## config.mk

```make
export PLATFORM = sky130hd
export DESIGN_NAME = stream_downsize
export DESIGN_NICKNAME = d
export VERILOG_FILES = /design/src/rtl/stream_pkg.sv /design/src/rtl/stream_lane_pick.sv /design/src/rtl/stream_downsize.sv
export SDC_FILE = /design/constraint.sdc
export NUM_CORES = 1
export LEC_CHECK = 0
export ABC_AREA = 1
export CAP_MARGIN = 30
export CELL_PAD_IN_SITES_DETAIL_PLACEMENT = 1
export CELL_PAD_IN_SITES_GLOBAL_PLACEMENT = 1
export CORE_ASPECT_RATIO = 0.75
export CORE_UTILIZATION = 34
export DETAILED_ROUTE_END_ITERATION = 10
export GPL_TIMING_DRIVEN = 0
export PLACE_DENSITY_LB_ADDON = 0.1
export RECOVER_POWER = 25
export SYNTH_ARGS = -nofsm -noshare
export SYNTH_HDL_FRONTEND = slang
export SYNTH_SLANG_ARGS = --single-unit
```

## constraint.sdc

```tcl
create_clock -name clk -period 2.89 [get_ports clk]
set_input_delay 0.578 -clock clk [delete_from_list [all_inputs] [get_ports clk]]
set_output_delay 0.578 -clock clk [all_outputs]
set_load 0.01 [all_outputs]
```

## src/rtl/stream_pkg.sv

```systemverilog
// Shared stream helpers: lane index width, one-hot counting and beat control fields.
// Used by stream_downsize and stream_upsize.
package stream_pkg;

   // Index width for a lane count, never narrower than one bit.
   function automatic int unsigned lane_idx_w(input int unsigned ratio);
      return (ratio > 2) ? $clog2(ratio) : 1;
   endfunction

   function automatic int unsigned count_ones(input logic [31:0] v);
      int unsigned n;
      n = 0;
      for (int i = 0; i < 32; i++) begin
         n += 32'(v[i]);
      end
      return n;
   endfunction

   typedef struct packed {
      logic last;
      logic valid;
   } beat_ctrl_t;

endpackage

```

## src/rtl/stream_lane_pick.sv

```systemverilog
// Lowest-set-bit priority encoder over a lane mask, with any-set and exactly-one flags.
module stream_lane_pick
   import stream_pkg::*;
#(
   parameter int unsigned Lanes = 2,
   parameter int unsigned IdxW  = lane_idx_w(Lanes)
) (
   input  logic [Lanes-1:0] mask_i,
   output logic [IdxW-1:0]  idx_o,
   output logic             any_o,
   output logic             one_o
);

   always_comb begin
      idx_o = '0;
      for (int i = int'(Lanes) - 1; i >= 0; i--) begin
         if (mask_i[i]) begin
            idx_o = IdxW'(i);
         end
      end
      any_o = |mask_i;
      one_o = (count_ones(32'(mask_i)) == 1);
   end

endmodule

```

## src/rtl/stream_downsize.sv

```systemverilog
// Wide-to-narrow stream converter: emits one narrow beat per kept lane, ascending lane order.
// STREAM_DOWNSIZE_SKID_EN adds an input skid register and a registered s_ready_o.
module stream_downsize
   import stream_pkg::*;
#(
   parameter int unsigned T_DATA_WIDTH = 4,
   parameter int unsigned T_DATA_RATIO = 2
) (
   input  logic                                      clk,
   input  logic                                      rst,
   input  logic [T_DATA_RATIO-1:0][T_DATA_WIDTH-1:0] s_data_i,
   input  logic [T_DATA_RATIO-1:0]                   s_keep_i,
   input  logic                                      s_last_i,
   input  logic                                      s_valid_i,
   output logic                                      s_ready_o,
   output logic [T_DATA_WIDTH-1:0]                   m_data_o,
   output logic                                      m_last_o,
   output logic                                      m_valid_o,
   input  logic                                      m_ready_i
);

   localparam int unsigned IdxW = lane_idx_w(T_DATA_RATIO);

   typedef logic [T_DATA_RATIO-1:0][T_DATA_WIDTH-1:0] lanes_t;

   lanes_t                  hold_data_q, hold_data_d;
   logic [T_DATA_RATIO-1:0] rem_mask_q, rem_mask_d;
   beat_ctrl_t              hold_q, hold_d;

   logic [IdxW-1:0]         cur_lane;
   logic                    rem_any, rem_one;
   logic                    out_hs, hold_free, load;

   lanes_t                  src_data;
   logic [T_DATA_RATIO-1:0] src_keep;
   logic                    src_last, src_valid;

   stream_lane_pick #(
      .Lanes (T_DATA_RATIO),
      .IdxW  (IdxW)
   ) u_lane_pick (
      .mask_i (rem_mask_q),
      .idx_o  (cur_lane),
      .any_o  (rem_any),
      .one_o  (rem_one)
   );

   assign m_valid_o = hold_q.valid;
   assign m_data_o  = hold_data_q[cur_lane];
   assign m_last_o  = hold_q.valid & hold_q.last & rem_one;

   assign out_hs    = hold_q.valid & rem_any & m_ready_i;
   // Holding stage can take a new beat when empty or when its final lane leaves now.
   assign hold_free = ~hold_q.valid | (out_hs & rem_one);
   assign load      = src_valid & hold_free & (|src_keep);

`ifdef STREAM_DOWNSIZE_SKID_EN
   lanes_t                  skid_data_q, skid_data_d;
   logic [T_DATA_RATIO-1:0] skid_keep_q, skid_keep_d;
   logic                    skid_last_q, skid_last_d;
   logic                    skid_valid_q, skid_valid_d;
   logic                    in_hs;

   assign s_ready_o = ~skid_valid_q;
   assign in_hs     = s_valid_i & s_ready_o;
   assign src_valid = skid_valid_q | in_hs;
   assign src_data  = skid_valid_q ? skid_data_q : s_data_i;
   assign src_keep  = skid_valid_q ? skid_keep_q : s_keep_i;
   assign src_last  = skid_valid_q ? skid_last_q : s_last_i;

   always_comb begin
      skid_data_d  = skid_data_q;
      skid_keep_d  = skid_keep_q;
      skid_last_d  = skid_last_q;
      skid_valid_d = skid_valid_q;
      if (skid_valid_q && hold_free) begin
         skid_valid_d = 1'b0;
      end
      // Zero-keep beats carry nothing, so they are dropped rather than parked.
      if (in_hs && !hold_free && (|s_keep_i)) begin
         skid_data_d  = s_data_i;
         skid_keep_d  = s_keep_i;
         skid_last_d  = s_last_i;
         skid_valid_d = 1'b1;
      end
   end

   always_ff @(posedge clk) begin
      if (rst) begin
         skid_data_q  <= '0;
         skid_keep_q  <= '0;
         skid_last_q  <= 1'b0;
         skid_valid_q <= 1'b0;
      end else begin
         skid_data_q  <= skid_data_d;
         skid_keep_q  <= skid_keep_d;
         skid_last_q  <= skid_last_d;
         skid_valid_q <= skid_valid_d;
      end
   end
`else
   assign s_ready_o = hold_free;
   assign src_valid = s_valid_i;
   assign src_data  = s_data_i;
   assign src_keep  = s_keep_i;
   assign src_last  = s_last_i;
`endif

   always_comb begin
      hold_data_d = hold_data_q;
      rem_mask_d  = rem_mask_q;
      hold_d      = hold_q;
      if (out_hs) begin
         rem_mask_d[cur_lane] = 1'b0;
         if (rem_one) begin
            hold_d.valid = 1'b0;
         end
      end
      if (load) begin
         hold_data_d  = src_data;
         rem_mask_d   = src_keep;
         hold_d.last  = src_last;
         hold_d.valid = 1'b1;
      end
   end

   always_ff @(posedge clk) begin
      if (rst) begin
         hold_data_q <= '0;
         rem_mask_q  <= '0;
         hold_q      <= '0;
      end else begin
         hold_data_q <= hold_data_d;
         rem_mask_q  <= rem_mask_d;
         hold_q      <= hold_d;
      end
   end

endmodule
```

==> key figures, run 1 <==
Status
  • Outcome: finished clean

Logic synthesis
  • Top FF cell, synth: dfxtp_1
  • Synth unique cells: 17
  • #FFs+latches synth: 12
  • Post-synthesis async set-or-reset flop share: 0%
  • Mapped cell area: 683 sq um
  • Post-Syn Instances: 84
  • Post-synth EDFFs: 0
  • Syn nets: 102
  • Syn avg cell area: 8.13 sq um
  • YS warnings: 0
  • Seq/Total Area, Yosys: 35.2%

Global route
  • Largest net degree at the start of global routing: 11
  • Vias in the first global route: 587
  • Overall Global Routing Usage: 19.0%
  • Initial antenna violation count: 0
  • GRT overflow: 0
  • Global-route wire length before repair: 2.79 mm

Route
  • Initial DRC Count: 1
  • Total wire length: 1.68 mm
  • Avg WL per Cell: 12.9 um
  • DRC: 0
  • DR vias/cell: 4.82
  • Detailed Routing Iterations Pass 1: 2
  • Vias: 627
  • Post-detailed-route count of antenna-violating nets: 0

Critical path
  • Setup CP Type: in2out
  • Max FO, Critical Path: 10
  • Cell breakdown of the critical path: dlygate4sd3_1 > nand4_1 > nand2_1 > buf_6 > clkdlybuf4s50_1
  • Crit path DAT: 2.10 ns
  • Worst EP required: 2.31 ns
  • Cells on worst reg2reg path: 8
  • CP startpoint kind: input port
  • RR Startpoint: rem_mask_q[1]
  • Setup crit end kind: primary output
  • Slowest-stage cell, CP: dlygate4sd3_1
  • FF-to-FF setup slack: 1.08 ns
  • Crit-path max cell delay: 0.57 ns
  • Critical R2R Capture: hold_data_q[5]
  • Crit. Startpoint: m_ready_i

CTS
  • CTS tree: yes
  • Clk sinks: 12
  • Hold buffer count at cts: 0
  • Root buf cell: clkbuf_4
  • Worst-path clk slew: 0.07 ns
  • Postcts setup bufs: 0
  • Resize count post-CTS: 0
  • CTS H-tree lvls: 1
  • Inserted Clock Buffers: 3
  • Clock latency on the worst-skew pair: 0.27 ns
  • CTS Buffer Depth: 2

STA
  • Slew Viols, Final: 0
  • Slew HR: 65.4%
  • Final period util: 92.6%
  • Final setup vio count: 0
  • Tmin final: 2.67 ns
  • Worst Max-Slew Pin Slew: 0.518 ns
  • Fmax: 0.374 GHz
  • RSZ-0062 raised after global routing: false
  • Total negative setup slack: 0 ns
  • Setup Skew: 0.00121 ns
  • Worst hold slack: 0.483 ns
  • Fin. Hold Viols: 0

Place
  • GPL Wtd Cong: 0.765
  • Port bufs: 21
  • Detailed Place HPWL: 1.21 mm

Floorplan
  • Chip Width: 53.8 um
  • Die Y: 40.8 um
  • Boundary Pins: 22
  • Full die area: 0.00219 sq mm
  • Starting density of the core: 37.8%
  • Num rows: 13
  • Core area: 0.00181 sq mm

Finish
  • Layout Area Growth over Synthesis: 37.0%
  • Antenna Cells: 0
  • Layout cells sized above 1: 12.0%
  • Nets: 128

Power and ir drop
  • Combinational cell fraction of total power: 29.1%
  • Seq pwr share: 45.9%
  • Clock group share of total power: 24.9%
  • Pwr per Cell Area: 443 mW/mm^2
  • NetSw: 120 uW
  • VDD IR max: 263 uV
  • Pint: 295 uW
  • Switching part of the total: 28.8%
  • Leakage: 0.414 nW

Flow run
  • Max_cap viols: 0

Min path
  • Worst Hold Class: reg2reg
  • Worst Hold End: hold_data_q[0]
  • Hold path cells: 2
  • Worst min-delay path startpoint: hold_data_q[0]
[synthesized netlist by cell type (all sizes together), types with 2 or more instances]
| master | n | area (sq um) |
|---|---|---|
| inv | 5 | 18.8 |
| a21oi | 10 | 50.1 |
| buf | 5 | 60.1 |
| nand4 | 2 | 12.5 |
| ha | 3 | 37.5 |
| nand3b | 9 | 80.1 |
| mux2 | 4 | 45.0 |
| nor2 | 13 | 48.8 |
| dfxtp | 12 | 240 |
| nand2 | 17 | 66.3 |
[how the worst max path moves through the flow]
stage,end,depth (start not counted)
after global routing,s_ready_o,5
after global placement,s_ready_o,5
after detailed placement,s_ready_o,5
after CTS,s_ready_o,5
final,s_ready_o,5
after floorplan,s_ready_o,5
[power by group through the flow]
stage / logic [mW] / registers, mW / clock network, mW
6_report: 0.121 / 0.190 / 0.103
5_1_grt: 0.135 / 0.193 / 0.117
4_1_cts: 0.125 / 0.190 / 0.106
3_5_place_dp: 0.123 / 0.194 / 0
3_3_place_gp: 0.121 / 0.193 / 0
2_1_floorplan: 0.0729 / 0.191 / 0
[cells in the final DEF, fill, tap and decap left out, drive strengths merged]
master and instances:
clkdlybuf4s50 20, nand2 17, nor2 13, dfxtp 12, a21oi 10, nand3b 9, inv 5, mux2 4
buf 4, clkbuf 4, ha 3, nand4 2, and3 1, o21a 1, nand3 1, o21ai 1
dlygate4sd3 1
[state kept, by name, indices dropped and copies added (netlist names)]
register,count
hold_q,1
hold_data_q,8
m_valid_o,1
rem_mask_q,2
[through the flow]
step / power [mW] / utilization (%) / setup WS [ns] / instance area, sq um / std cells
6_report: 0.414 / 51.8 / 0.215 / 936 / 130
4_1_cts: 0.422 / 52.3 / 0.260 / 943 / 130
3_5_place_dp: 0.317 / 51.0 / 0.282 / 921 / 127
2_1_floorplan: 0.264 / - / 1.30 / 683 / 84
5_1_grt: 0.445 / 51.8 / 0.141 / 936 / 130
3_3_place_gp: 0.314 / 51.0 / 0.282 / 921 / 127
[area by class of cell]
cell class	instances	area, sq um
multi-input combinational	62	364
tap	22	27.5
timing repair buffer	21	210
clock buffer	3	22.5
sequential	12	240
fill	221	870
inverter	5	18.8
buffer	5	52.6
[logic make-up (layout without fill, tap and decap cells)]
group                      count (synthesis)  count (layout)  share of synthesized area [%]
and+or+nand+nor                           43              43                           32.1
DFF                                       12              12                           35.2
muxes                                      4               4                           6.59
AOI/OAI and AO/OA                         12              12                           9.16
adders and majority gates                  3               3                           5.50
buffers and inverters                     10              34                           11.5
[metal layers]
| layer | routed length (um) | GRT usage [%] | vias up |
|---|---|---|---|
| met5 | 0 | 0 | - |
| met4 | 19 | 8.55 | 0 |
| met3 | 62 | 7.41 | 2 |
| met2 | 766 | 29.3 | 15 |
| met1 | 832 | 23.6 | 284 |
| li1 | - | - | 326 |
[critical path: cells and delay by family]
| kind | cells | cell delay, ns |
|---|---|---|
| buffers and inverters | 3 | 1.27 |
| and+or+nand+nor | 2 | 0.25 |
(Power assumes the default switching activity.)
==> run 2: changes to the inputs <==
- CORE_UTILIZATION: 34 -> 30
- SKIP_CTS_REPAIR_TIMING: default -> 1
==> key figures, run 2 (synthesized netlist as in run 1, its figures left out) <==
Finish
  • Layout Area Growth over Synthesis: 39.4%
  • Finished Layout Cells: 133
  • Util after Layout: 46.1%
  • Final Instance Area: 952 sq um
  • Largest Register: hold_data_q
  • Commonest non-fill, non-tap cell in the layout: clkdlybuf4s50_1
  • Nets: 128
  • Layout cells sized above 1: 12.8%
  • Max FFs per register: 8
  • Antenna Cells: 0
  • Commonest cells after routing, fill and taps aside: clkdlybuf4s50_1 (21), nand2_1 (16), nor2_1 (13), dfxtp_1 (12), a21oi_1 (10)
  • Biggest regs: hold_data_q (8), rem_mask_q (2)
  • FILL cells: 257

Place
  • GPL Wtd Cong: 0.700
  • Dpl cell area: 923 sq um
  • Detailed Place HPWL: 1.31 mm
  • Port bufs: 21
  • Dpl cells: 129

STA
  • Tmin final: 2.60 ns
  • Slew Viols, Final: 0
  • RSZ-0062 raised after global routing: false
  • Final setup vio count: 0
  • Final period util: 90.1%
  • Fmax: 0.384 GHz
  • Total negative setup slack: 0 ns
  • Slew HR: 64.5%
  • Fin. Hold Viols: 0
  • Setup Skew: 0.00293 ns
  • Worst Max-Slew Pin Slew: 0.532 ns

Route
  • DRC: 2
  • Avg WL per Cell: 13.2 um
  • Initial DRC Count: 20
  • Post-detailed-route count of antenna-violating nets: 0
  • Total wire length: 1.75 mm
  • Detailed Routing Iterations Pass 1: 7
  • DR vias/cell: 4.71
  • Vias: 627

Global route
  • Global-route wire length before repair: 2.82 mm
  • GRT overflow: 0
  • Overall Global Routing Usage: 15.9%
  • Vias in the first global route: 654
  • Largest net degree at the start of global routing: 11
  • Initial antenna violation count: 0

CTS
  • CTS Buffer Depth: 2
  • CTS H-tree lvls: 1
  • CTS tree: yes
  • Worst-path clk slew: 0.08 ns
  • Clock latency on the worst-skew pair: 0.28 ns
  • Root buf cell: clkbuf_4
  • Clk sinks: 12
  • Inserted Clock Buffers: 3

Critical path
  • Most used cell, CP: clkdlybuf4s50_1
  • Cells on worst reg2reg path: 8
  • CP startpoint kind: input port
  • Worst EP required: 2.31 ns
  • Crit path DAT: 2.03 ns
  • CP top delay family: buffers and inverters
  • Setup CP Type: in2out
  • Max FO, Critical Path: 10
  • Slowest-stage cell, CP: clkdlybuf4s50_1
  • CP Buf/Inv Count: 3
  • Setup crit end kind: primary output
  • Crit-path max cell delay: 0.53 ns
  • Cell breakdown of the critical path: clkdlybuf4s50_1 > nand4_1 > nand2_1 > buf_6 > clkdlybuf4s50_1
  • Stages on the worst setup path: 5

Min path
  • Hold path cells: 2
  • Worst Hold Class: reg2reg

Floorplan
  • Die Y: 43.3 um
  • Chip Width: 57.1 um
  • Core area: 0.00207 sq mm
  • Full die area: 0.00247 sq mm
  • Starting density of the core: 33.1%
  • Boundary Pins: 22
  • Num rows: 14

Status
  • Failing checks: DRC
  • Outcome: finished, violations left

Power and ir drop
  • Leakage: 0.421 nW
  • Pwr per Cell Area: 472 mW/mm^2
  • VDD IR max: 226 uV

Flow run
  • Max_cap viols: 0
## run 2: final timing paths
kind                            slack (ns)             end           start
worst min register to register        0.49  hold_data_q[6]  hold_data_q[6]
worst max-delay path                  0.29       s_ready_o       m_ready_i
worst max register to register        1.07  hold_data_q[7]   rem_mask_q[1]
worst min-delay path                  0.49  hold_data_q[6]  hold_data_q[6]
## run 2: metrics by stage
stage	hold slack [ns]	power (mW)	worst slack (ns)
2_1_floorplan	0.444	0.264	1.30
3_3_place_gp	0.456	0.315	0.290
3_5_place_dp	0.476	0.319	0.272
4_1_cts	0.495	0.460	0.268
5_1_grt	0.525	0.477	0.215
6_report	0.487	0.449	0.285
## run 2: routing by layer
metal  vias up  GRT usage [%]  part of all wire [%]
met2        16           27.5                    47
li1        327              -                     -
met5         -              0                     0
met3         2           5.49                   3.8
met1       282           17.9                    48
met4         0           7.32                   1.4
## run 2: worst register-to-register path: cells and delay by family, from the launching register on
kind	cells	cell delay [ns]
DFF	1	0.40
adders and majority gates	1	0.29
buffers and inverters	2	0.50
and+or+nand+nor	5	0.53
## run 2: layout make-up
type	instances	area (sq um)	share of cell area (%)
Buffer	5	52.6	5.52
Sequential cell	12	240	25.2
Inverter	5	18.8	1.97
Multi-Input combinational cell	62	364	38.2
Timing Repair Buffer	21	210	22.1
Clock buffer	4	36.3	3.81
Tap cell	24	30.0	3.15
## run 2: where the power goes
group          switching, mW  internal, mW
clock network         0.0607        0.0767
logic                 0.0546        0.0669
registers            0.00990         0.180
total                  0.125         0.324
==> run 3: changes to the inputs <==
- MAX_ROUTING_LAYER: default -> met4
==> key figures, run 3 (synthesized netlist as in run 1, its figures left out) <==
Floorplan
  • Core area: 0.00207 sq mm
  • Full die area: 0.00247 sq mm
  • Die Y: 43.3 um
  • Starting density of the core: 33.1%
  • Chip Width: 57.1 um
  • Num rows: 14
  • Boundary Pins: 22

Global route
  • Vias in the first global route: 652
  • GRT overflow: 0
  • Largest net degree at the start of global routing: 11
  • Overall Global Routing Usage: 16.5%
  • Global-route wire length before repair: 2.82 mm
  • Initial antenna violation count: 0

Power and ir drop
  • VDD IR max: 226 uV
  • Leakage: 0.421 nW
  • Pwr per Cell Area: 472 mW/mm^2

Critical path
  • Max FO, Critical Path: 10
  • Setup CP Type: in2out
  • Cell breakdown of the critical path: clkdlybuf4s50_1 > nand4_1 > nand2_1 > buf_6 > clkdlybuf4s50_1
  • Critical R2R Capture: hold_data_q[7]
  • Most used cell, CP: clkdlybuf4s50_1
  • Setup crit end kind: primary output
  • Crit. Startpoint: m_ready_i
  • Crit-path max cell delay: 0.53 ns
  • Worst EP required: 2.31 ns
  • RR Startpoint: rem_mask_q[1]
  • FF-to-FF setup slack: 1.07 ns
  • Crit path DAT: 2.03 ns
  • Cells on worst reg2reg path: 8
  • Slowest-stage cell, CP: clkdlybuf4s50_1
  • CP Capture Point: s_ready_o
  • CP startpoint kind: input port

Finish
  • FILL cells: 257
  • Layout cells sized above 1: 12.8%
  • Biggest regs: hold_data_q (8), rem_mask_q (2)
  • Layout Area Growth over Synthesis: 39.4%
  • Largest Register: hold_data_q
  • Nets: 128
  • Antenna Cells: 0
  • Area of the multi-input gates: 364 sq um
  • Commonest cells after routing, fill and taps aside: clkdlybuf4s50_1 (21), nand2_1 (16), nor2_1 (13), dfxtp_1 (12), a21oi_1 (10)
  • Max FFs per register: 8
  • Final Instance Area: 952 sq um
  • Register area: 240 sq um
  • Util after Layout: 46.1%
  • Commonest non-fill, non-tap cell in the layout: clkdlybuf4s50_1

CTS
  • CTS Buffer Depth: 2
  • Clock latency on the worst-skew pair: 0.28 ns
  • CTS H-tree lvls: 1
  • Clk sinks: 12
  • Worst-path clk slew: 0.08 ns
  • CTS tree: yes
  • Root buf cell: clkbuf_4
  • Inserted Clock Buffers: 3

Route
  • DRC: 2
  • Detailed Routing Iterations Pass 1: 6
  • Avg WL per Cell: 13.2 um
  • Post-detailed-route count of antenna-violating nets: 0
  • Total wire length: 1.75 mm
  • Vias: 625
  • DR vias/cell: 4.70
  • Initial DRC Count: 17

STA
  • Final period util: 90.1%
  • Total negative setup slack: 0 ns
  • Slew Viols, Final: 0
  • RSZ-0062 raised after global routing: false
  • Fmax: 0.384 GHz
  • Final setup vio count: 0
  • Worst Max-Slew Pin Slew: 0.533 ns
  • Slew HR: 64.4%
  • Setup Skew: 0.00293 ns
  • Fin. Hold Viols: 0
  • Tmin final: 2.60 ns

Flow run
  • Max_cap viols: 0

Place
  • Port bufs: 21
  • Dpl cell area: 923 sq um
  • Detailed Place HPWL: 1.31 mm
  • GPL Wtd Cong: 0.707

Status
  • Failing checks: DRC
  • Outcome: finished, violations left

Min path
  • Worst Hold Class: reg2reg
-- run 3: cell counts in the layout (fill, tap and decap cells not counted) --
Identical to the previous run, type by type.
-- run 3: final cells by class --
type                       instances  area share [%]
sequential                        12            25.2
multi-input combinational         62            38.2
clock buffer                       4            3.81
buffer                             5            5.52
timing repair buffer              21            22.1
inverter                           5            1.97
tap                               24            3.15
-- run 3: layer usage --
metal  share of wire (%)  global-route usage [%]  wire length (um)  vias up
li1                    -                       -                 -      327
met1                  48                    17.9               835      280
met2                  47                    27.5               824       16
met3                 3.8                    5.49                66        2
met4                 1.3                    7.32                22        0
met5                   0                       -                 0        -
-- run 3: worst min path at each step --
stage	start	endpoint	slack [ns]	cells past startpoint
after floorplan	hold_q[1]	hold_q[1]	0.44	2
after global placement	hold_data_q[6]	hold_data_q[6]	0.46	2
after detailed placement	hold_data_q[6]	hold_data_q[6]	0.48	2
after CTS	hold_data_q[6]	hold_data_q[6]	0.50	2
after global routing	hold_data_q[0]	hold_data_q[0]	0.52	2
final	hold_data_q[6]	hold_data_q[6]	0.49	2
-- run 3: critical path: cells and delay by family --
family                 cells  cell delay [ns]
buffers and inverters      3             1.20
AND/OR/NAND/NOR            2             0.25
-- run 3: through the flow --
step                      hold WS, ns  setup slack (ns)  power, mW  instances
after global routing            0.525             0.215      0.477        133
final                           0.487             0.285      0.449        133
after floorplan                 0.444              1.30      0.264         84
after global placement          0.456             0.290      0.315        129
after detailed placement        0.476             0.272      0.319        129
after CTS                       0.495             0.268      0.460        133
-- run 3: power breakdown --
group | switching (mW) | total (mW) | internal, mW
Clock | 0.0607 | 0.137 | 0.0767
Sequential | 0.00990 | 0.190 | 0.180
Combinational | 0.0546 | 0.122 | 0.0669
